### src/rtl/buscador_instrucciones.sv
// Instruction fetch unit: reads one- or two-word instructions from a word-addressed
// memory with a fixed read latency and hands them to a decoder with a valid/ready handshake.
module buscador_instrucciones #(
   parameter int unsigned LATENCIA         = 1,
   parameter logic [3:0]  CODIGO_INMEDIATO = 4'h4
) (
   input  logic        Reloj,
   input  logic        Reinicio,
   input  logic [15:0] DatoMemoria,
   output logic [15:0] DireccionMemoria,
   output logic        HabilitarSalida,
   output logic        HabilitarEscritura,
   input  logic        Saltar,
   input  logic [15:0] DireccionSalto,
   input  logic        Listo,
   output logic        Valida,
   output logic [15:0] Instruccion,
   output logic [15:0] Inmediato,
   output logic [15:0] ContadorPrograma
);

   localparam int unsigned ANCHO_ESPERA = 4;

   typedef enum logic [2:0] {
      INICIO,
      PEDIR_OP,
      ESPERAR_OP,
      PEDIR_INM,
      ESPERAR_INM,
      ENTREGAR
   } estado_t;

   estado_t                   estado_q;
   logic [ANCHO_ESPERA-1:0]   espera_q;
   logic                      ultimo_c;
   logic                      doble_c;
   logic [15:0]               pc_sig_c;
   logic [15:0]               pc_inm_c;

   // Wait-cycle end detection and next-PC arithmetic (16-bit wrap is intentional).
   always_comb begin
      ultimo_c = (espera_q == ANCHO_ESPERA'(LATENCIA - 1));
      doble_c  = (Instruccion[15:12] == CODIGO_INMEDIATO);
      pc_inm_c = ContadorPrograma + 16'd1;
      pc_sig_c = ContadorPrograma + (doble_c ? 16'd2 : 16'd1);
   end

   // The unit never writes memory.
   assign HabilitarEscritura = 1'b0;

   // Fetch FSM with registered outputs; reset beats jump, jump beats everything else.
   always_ff @(posedge Reloj) begin
      if (!Reinicio) begin
         estado_q         <= INICIO;
         espera_q         <= '0;
         ContadorPrograma <= 16'h0000;
         DireccionMemoria <= 16'h0000;
         Instruccion      <= 16'h0000;
         Inmediato        <= 16'h0000;
         Valida           <= 1'b0;
         HabilitarSalida  <= 1'b0;
      end else if (Saltar) begin
         estado_q         <= PEDIR_OP;
         espera_q         <= '0;
         ContadorPrograma <= DireccionSalto;
         DireccionMemoria <= DireccionSalto;
         HabilitarSalida  <= 1'b1;
         Valida           <= 1'b0;
      end else begin
         case (estado_q)
            INICIO: begin
               estado_q         <= PEDIR_OP;
               DireccionMemoria <= ContadorPrograma;
               HabilitarSalida  <= 1'b1;
            end
            PEDIR_OP: begin
               estado_q <= ESPERAR_OP;
               espera_q <= '0;
            end
            ESPERAR_OP: begin
               if (ultimo_c) begin
                  espera_q    <= '0;
                  Instruccion <= DatoMemoria;
                  if (DatoMemoria[15:12] == CODIGO_INMEDIATO) begin
                     estado_q         <= PEDIR_INM;
                     DireccionMemoria <= pc_inm_c;
                  end else begin
                     estado_q        <= ENTREGAR;
                     Inmediato       <= 16'h0000;
                     HabilitarSalida <= 1'b0;
                     Valida          <= 1'b1;
                  end
               end else begin
                  espera_q <= espera_q + ANCHO_ESPERA'(1);
               end
            end
            PEDIR_INM: begin
               estado_q <= ESPERAR_INM;
               espera_q <= '0;
            end
            ESPERAR_INM: begin
               if (ultimo_c) begin
                  espera_q        <= '0;
                  Inmediato       <= DatoMemoria;
                  estado_q        <= ENTREGAR;
                  HabilitarSalida <= 1'b0;
                  Valida          <= 1'b1;
               end else begin
                  espera_q <= espera_q + ANCHO_ESPERA'(1);
               end
            end
            ENTREGAR: begin
               if (Listo) begin
                  estado_q         <= PEDIR_OP;
                  ContadorPrograma <= pc_sig_c;
                  DireccionMemoria <= pc_sig_c;
                  HabilitarSalida  <= 1'b1;
                  Valida           <= 1'b0;
               end
            end
            default: begin
               estado_q        <= INICIO;
               HabilitarSalida <= 1'b0;
               Valida          <= 1'b0;
            end
         endcase
      end
   end

endmodule

### config.mk
export PLATFORM = sky130hd
export DESIGN_NAME = buscador_instrucciones
export DESIGN_NICKNAME = d
export VERILOG_FILES = /design/src/rtl/buscador_instrucciones.sv
export SDC_FILE = /design/constraint.sdc
export NUM_CORES = 1
export LEC_CHECK = 0
export ABC_AREA = 1
export BUFFER_PORTS_ARGS = -buffer_cell sky130_fd_sc_hd__buf_2
export CAP_MARGIN = 20
export CORE_MARGIN = 4
export CORE_UTILIZATION = 46
export DETAILED_ROUTE_END_ITERATION = 8
export HOLD_SLACK_MARGIN = 0.15
export PLACE_DENSITY = 0.7
export SKIP_CTS_REPAIR_TIMING = 1
export SYNTH_ARGS = -nofsm -noshare
export SYNTH_HDL_FRONTEND = slang
export SYNTH_SLANG_ARGS = --single-unit
export TNS_END_PERCENT = 100
### constraint.sdc
create_clock -name Reloj -period 6.9 [get_ports Reloj]
set_clock_uncertainty 0.05 [all_clocks]
set_input_delay 0 -clock Reloj [delete_from_list [all_inputs] [get_ports Reloj]]
set_output_delay 0 -clock Reloj [all_outputs]
set_load 0.005 [all_outputs]
---- After elaboration in Yosys (flattened, before gate mapping) ----
Index checks and enable logic that the tools add are counted.
cells by class
  equality and inequality tests ........... 17
  add/sub/neg operators ................... 3
  reductions and logical operators ........ 19
  mux-type cells .......................... 31
  bitwise gates (word level) .............. 3
operators with widths
  kind                                                  count
  2-to-1 mux 16 bit                                     9
  case mux 16 bit (3 select lines)                      1
  case mux 16 bit (2 select lines)                      1
  case mux 3 bit (6 select lines)                       1
  adder 16 x 1 -> 16 bit (second input constant)        1
  adder 16 x 2 -> 16 bit                                1
  != test 3 bit (second input constant)                 5
  AND reduction 5 bit                                   3
  2-to-1 mux 3 bit                                      4
  2-to-1 mux 1 bit                                      10
  AND reduction 3 bit                                   3
  equality test 4 x 3 -> 1 bit (second input constant)  2
  != test 2 bit (second input constant)                 4
  case mux 4 bit (2 select lines)                       1
  nonzero test 2 bit                                    4
  equality test 3 x 2 -> 1 bit (second input constant)  2
  equality test 3 bit (second input constant)           2
  OR reduction 2 bit                                    3
  case mux 1 bit (5 select lines)                       1
  adder 4 x 1 -> 4 bit (second input constant)          1
  logical NOT 4 bit                                     1
  2-to-1 mux 4 bit                                      1
  case mux 1 bit (4 select lines)                       1
  AND reduction 4 bit                                   1
  other kinds (8)                                       10
storage, ports and cells
  input port bits ......................... 36
  flip-flop bits (word level) ............. 73
  logic and storage cells ................. 82
  output and inout bits ................... 67

---- Depth between registers and ports, before layout ----
  depth in word-level cells ............... 6
  mapped depth ............................ 14
  depth with buffers taken out ............ 14

---- Worst setup path after synthesis ----
OpenSTA, ideal clock, no wires.
  path type ............................... reg-to-reg
  start ................................... register Instruccion[14]
  end ..................................... register DireccionMemoria[8]
  buffers on the path ..................... 0
  setup time .............................. 0.064 ns
  path slack .............................. 4.544 ns
  clock period less this slack ............ 2.356 ns
  data arrival time ....................... 2.242 ns
  required time ........................... 6.786 ns
  stages on the path, launching flop included .. 14
  path through ............................ dfxtp_1 inv_1 nor4_1 inv_1 ha_1 fa_1 nand3_1 inv_1 nand2_1 xor2_1 nand3_1 nand2_1 nor2_1 nor2_1
between the ends
  word-level cells in the longest chain between the ends .. 6
ends and longest elaborated chain
  item                              RTL line  RTL
  start, declared                   17        output logic [15:0] Instruccion,
  start signal, assigned            83        Instruccion <= DatoMemoria;
  equality test 4 x 3 -> 1 bit      43        doble_c = (Instruccion[15:12] == CODIGO_INMEDIATO);
  2-to-1 mux 2 bit                  45        pc_sig_c = ContadorPrograma + (doble_c ? 16'd2 : 16'd1);
  adder 16 x 2 -> 16 bit            45
  2-to-1 mux 16 bit                 113       if (Listo) begin
  case mux 16 bit (3 select lines)  70        case (estado_q)
  2-to-1 mux 16 bit                 62        end else if (Saltar) begin
  end signal, assigned              66        DireccionMemoria <= DireccionSalto;
  end signal, assigned              73        DireccionMemoria <= ContadorPrograma;
  end signal, assigned              116       DireccionMemoria <= pc_sig_c;
  end, declared                     10        output logic [15:0] DireccionMemoria,
Every way passes these cells. The select of a mux whose other input is x is not followed.
A chain may end at the register's enable or synchronous reset.

---- Worst setup path after layout ----
  start ................................... register Instruccion[14]
  end ..................................... register ContadorPrograma[2]
between the ends
  word-level cells in the longest chain between the ends .. 6
ends and longest elaborated chain
  item                          RTL line  RTL
  equality test 4 x 3 -> 1 bit  43
  2-to-1 mux 2 bit              45
  adder 16 x 2 -> 16 bit        45
  2-to-1 mux 16 bit             113
  2-to-1 mux 16 bit             70
  2-to-1 mux 16 bit             62
  end signal, assigned          65        ContadorPrograma <= DireccionSalto;
  end signal, assigned          115       ContadorPrograma <= pc_sig_c;
  end, declared                 19        output logic [15:0] ContadorPrograma
Every way passes these cells. The select of a mux whose other input is x is not followed.

==> summary.md <==
| Metric | Value |
|---|---|
| Cell Chain, Critical Path | inv_1, nor4_1, inv_1, ha_1, fa_1, xor2_1, o21ai_0, a221oi_1, dlygate4sd3_1 |
| Status | finished clean |
| Initial Utilization | 0.480 |
| Initial antenna violation count | 0 |
| H-tree depth | 3 |
| CP max stage cell | nor4_1 |
| Max Transition Viols Final | 0 |
| Pin count of the biggest net entering global routing | 52 |
| Layout cells sized above 1 | 0.209 |
| Sequential share of the synthesized area | 0.343 |
| Startpoint types | register |
| Hold EP | estado_q[1] |
| Total GRT Usage | 0.223 |
| CTS sink cnt | 73 |
| Worst Tran Pin Value | 863 ps |
| Worst Setup End Kind | register |
| Post-Syn Nets | 703 |
| Grt ovf | 0 |
| Nets | 820 |
| Setup Viol. Count Final | 0 |
| Clock Tree Root | clkbuf_8 |
| FMAX | 330 MHz |
| Max-cap viol count | 0 |
| DRT Wirelength | 12700 µm |
| Worst R2R End | ContadorPrograma[2] |
| CTS tree | done |
| Vias in the first global route | 4158 |
| FF+latch count, synth | 73 |
| R2R Setup Slk | 3870 ps |
| RSZ-0062 raised after global routing | false |
| Synthesized area per cell | 6.45 µm² |
| Final Wtd Congestion | 0.922 |
| Mapped Area | 0.00427 mm² |
| WL/cell | 14.3 µm |
| Die area | 0.0109 mm² |
| First-pass GRT wire length | 20200 µm |
| Critical path's most frequent cell | inv_1 |
| Pre-antenna DRT Iters | 5 |
| Final Cell Area | 0.00524 mm² |
| Setup TNS | 0 ps |
| Antenna viol nets, final | 0 |
| I/O Buffers | 101 |
| CP max stage delay | 610 ps |
| Core Area | 0.00889 mm² |
| Fillers | 862 |
| Hold WC Path Type | primary input to register |
| Minimum clock period | 3030 ps |
| Arrival @ worst endpoint | 3270 ps |
| Synth Instances | 661 |
| Clk Latency, worst-skew pair | 350 ps |
| Pleak | 2.50 nW |
| Vias per std cell | 5.31 |
| Max_slew headroom | 0.423 |
| CTS Buf Count | 9 |
| Ys Warns | 0 |
| Die height | 104 µm |
| Non-Filler Instances | 891 |
| Final period utilization | 0.439 |
| Most frequent cells in the layout | 178 x nand2_1, 102 x nor2_1, 101 x buf_2, 73 x dfxtp_1, 50 x inv_1 |
| Ports | 103 |
| Die width | 104 µm |
| Hold_sp | Listo |
| Pwr/cell area | 176 mW/mm² |
| Hold Crit Depth | 5 |
| Worst Path Required | 7140 ps |
| Post-route DRC | 0 |
| CTS clk-pin slew, worst paths | 80 ps |
| Tot Pwr | 0.922 mW |
| Initial DRC Count | 352 |
| Crit-path max FO | 3 |
| Cells on worst reg2reg path | 9 |
| Vias | 4728 |
| Rows | 34 |
| DP HPWL | 8940 µm |
| Cell Count Post-Placement | 842 |
| Area Overhead vs Synth | 22.8% |
| RR Startpoint | Instruccion[14] |
| Final Hold Vio Count | 0 |
| Cell variety after synth | 40 |
| Clock Tree Buf Depth | 2 |
| Commonest non-fill, non-tap cell in the layout | nand2_1 |
| Maximum vdd ir drop | 0.111 mV |
| Setup Crit Path Kind | register to register |
| N_diodes | 0 |
| Dpl cell area | 0.00474 mm² |
Yosys cell counts, drive strengths merged:
master,n,area [µm²]
buf,20,141
clkbuf,9,35.0
fa,1,20.0
nand3,49,260
nor4,1,6.26
or2,1,6.26
inv,59,224
nor3,8,56.3
o21ai,60,304
o211ai,6,45.0
ha,5,62.6
a221oi,2,23.8
xor2,5,43.8
nand2,188,749
a31oi,8,50.1
a21oi,31,170
nor2,120,514
nand4,14,87.6
conb,1,3.75
dfxtp,73,1460
critical path, delay by kind of cell (launching register included):
family / cells / cell delay [ps]
flops: 1 / 360
compound gates: 2 / 370
fa+ha+maj: 2 / 660
xor+xnor: 1 / 170
buf+inv: 3 / 740
simple gates: 1 / 610
area by class of cell:
cell class	instances	area [µm²]	area share
clock inverters	6	42.5	0.00812
well taps	108	135	0.0258
repair buffers	135	843	0.161
clock buffers	10	128	0.0244
inverters	59	224	0.0428
multi-input cells	500	2400	0.459
flip-flops and latches	73	1460	0.279
per-layer routing:
| layer | up-vias | routed length (µm) | GRT usage | share of wire |
|---|---|---|---|---|
| met5 | - | 0 | 0 | 0 |
| met3 | 19 | 726 | 0.0360 | 0.057 |
| met4 | 0 | 231 | 0.0684 | 0.018 |
| met2 | 154 | 5980 | 0.363 | 0.47 |
| met1 | 2180 | 5800 | 0.304 | 0.46 |
| li1 | 2375 | - | - | - |
sequential cells by signal (all words and copies together), names as in the netlist:
signal	count
ContadorPrograma	16
DireccionMemoria	16
Inmediato	16
Instruccion	16
espera_q	4
estado_q	3
HabilitarSalida	1
Valida	1
power by group:
group | switching (mW) | total [mW] | internal, mW
sequential | 0.0205 | 0.463 | 0.443
combinational | 0.0913 | 0.157 | 0.0661
clock | 0.170 | 0.301 | 0.131
total | 0.282 | 0.922 | 0.640
how the worst max path moves through the flow:
stage                                from                   end  slack (ps)  cells past startpoint
after CTS                 Instruccion[14]  ContadorPrograma[12]        4130                     13
after global placement    Instruccion[14]   DireccionMemoria[8]        4350                     13
final                     Instruccion[14]   ContadorPrograma[2]        3870                      9
after floorplan           Instruccion[14]   DireccionMemoria[8]        4540                     13
after global routing      Instruccion[14]   ContadorPrograma[2]        3650                      9
after detailed placement  Instruccion[14]  DireccionMemoria[12]        4160                     13
logic make-up (layout without fill, tap and decap cells):
kind of cell               Yosys count  in the layout  share of synthesized area
DFF                                 73             73                      0.343
AOI/OAI and AO/OA                  107            107                      0.139
other                                1              1                   0.000879
adders and majority gates            6              6                     0.0194
xor gates and xnor gates             5              5                     0.0103
and+or+nand+nor                    381            381                      0.394
buffers and inverters               88            210                     0.0939
stage by stage:
stage / util / worst slack (ps) / hold slack [ps]
after floorplan: - / 4540 / 84.9
after global placement: 0.533 / 4350 / 203
after detailed placement: 0.533 / 4160 / 215
after CTS: 0.552 / 4130 / -145
after global routing: 0.589 / 3650 / 175
final: 0.589 / 3870 / 115
No activity file was read; power rests on OpenSTA's default activity.
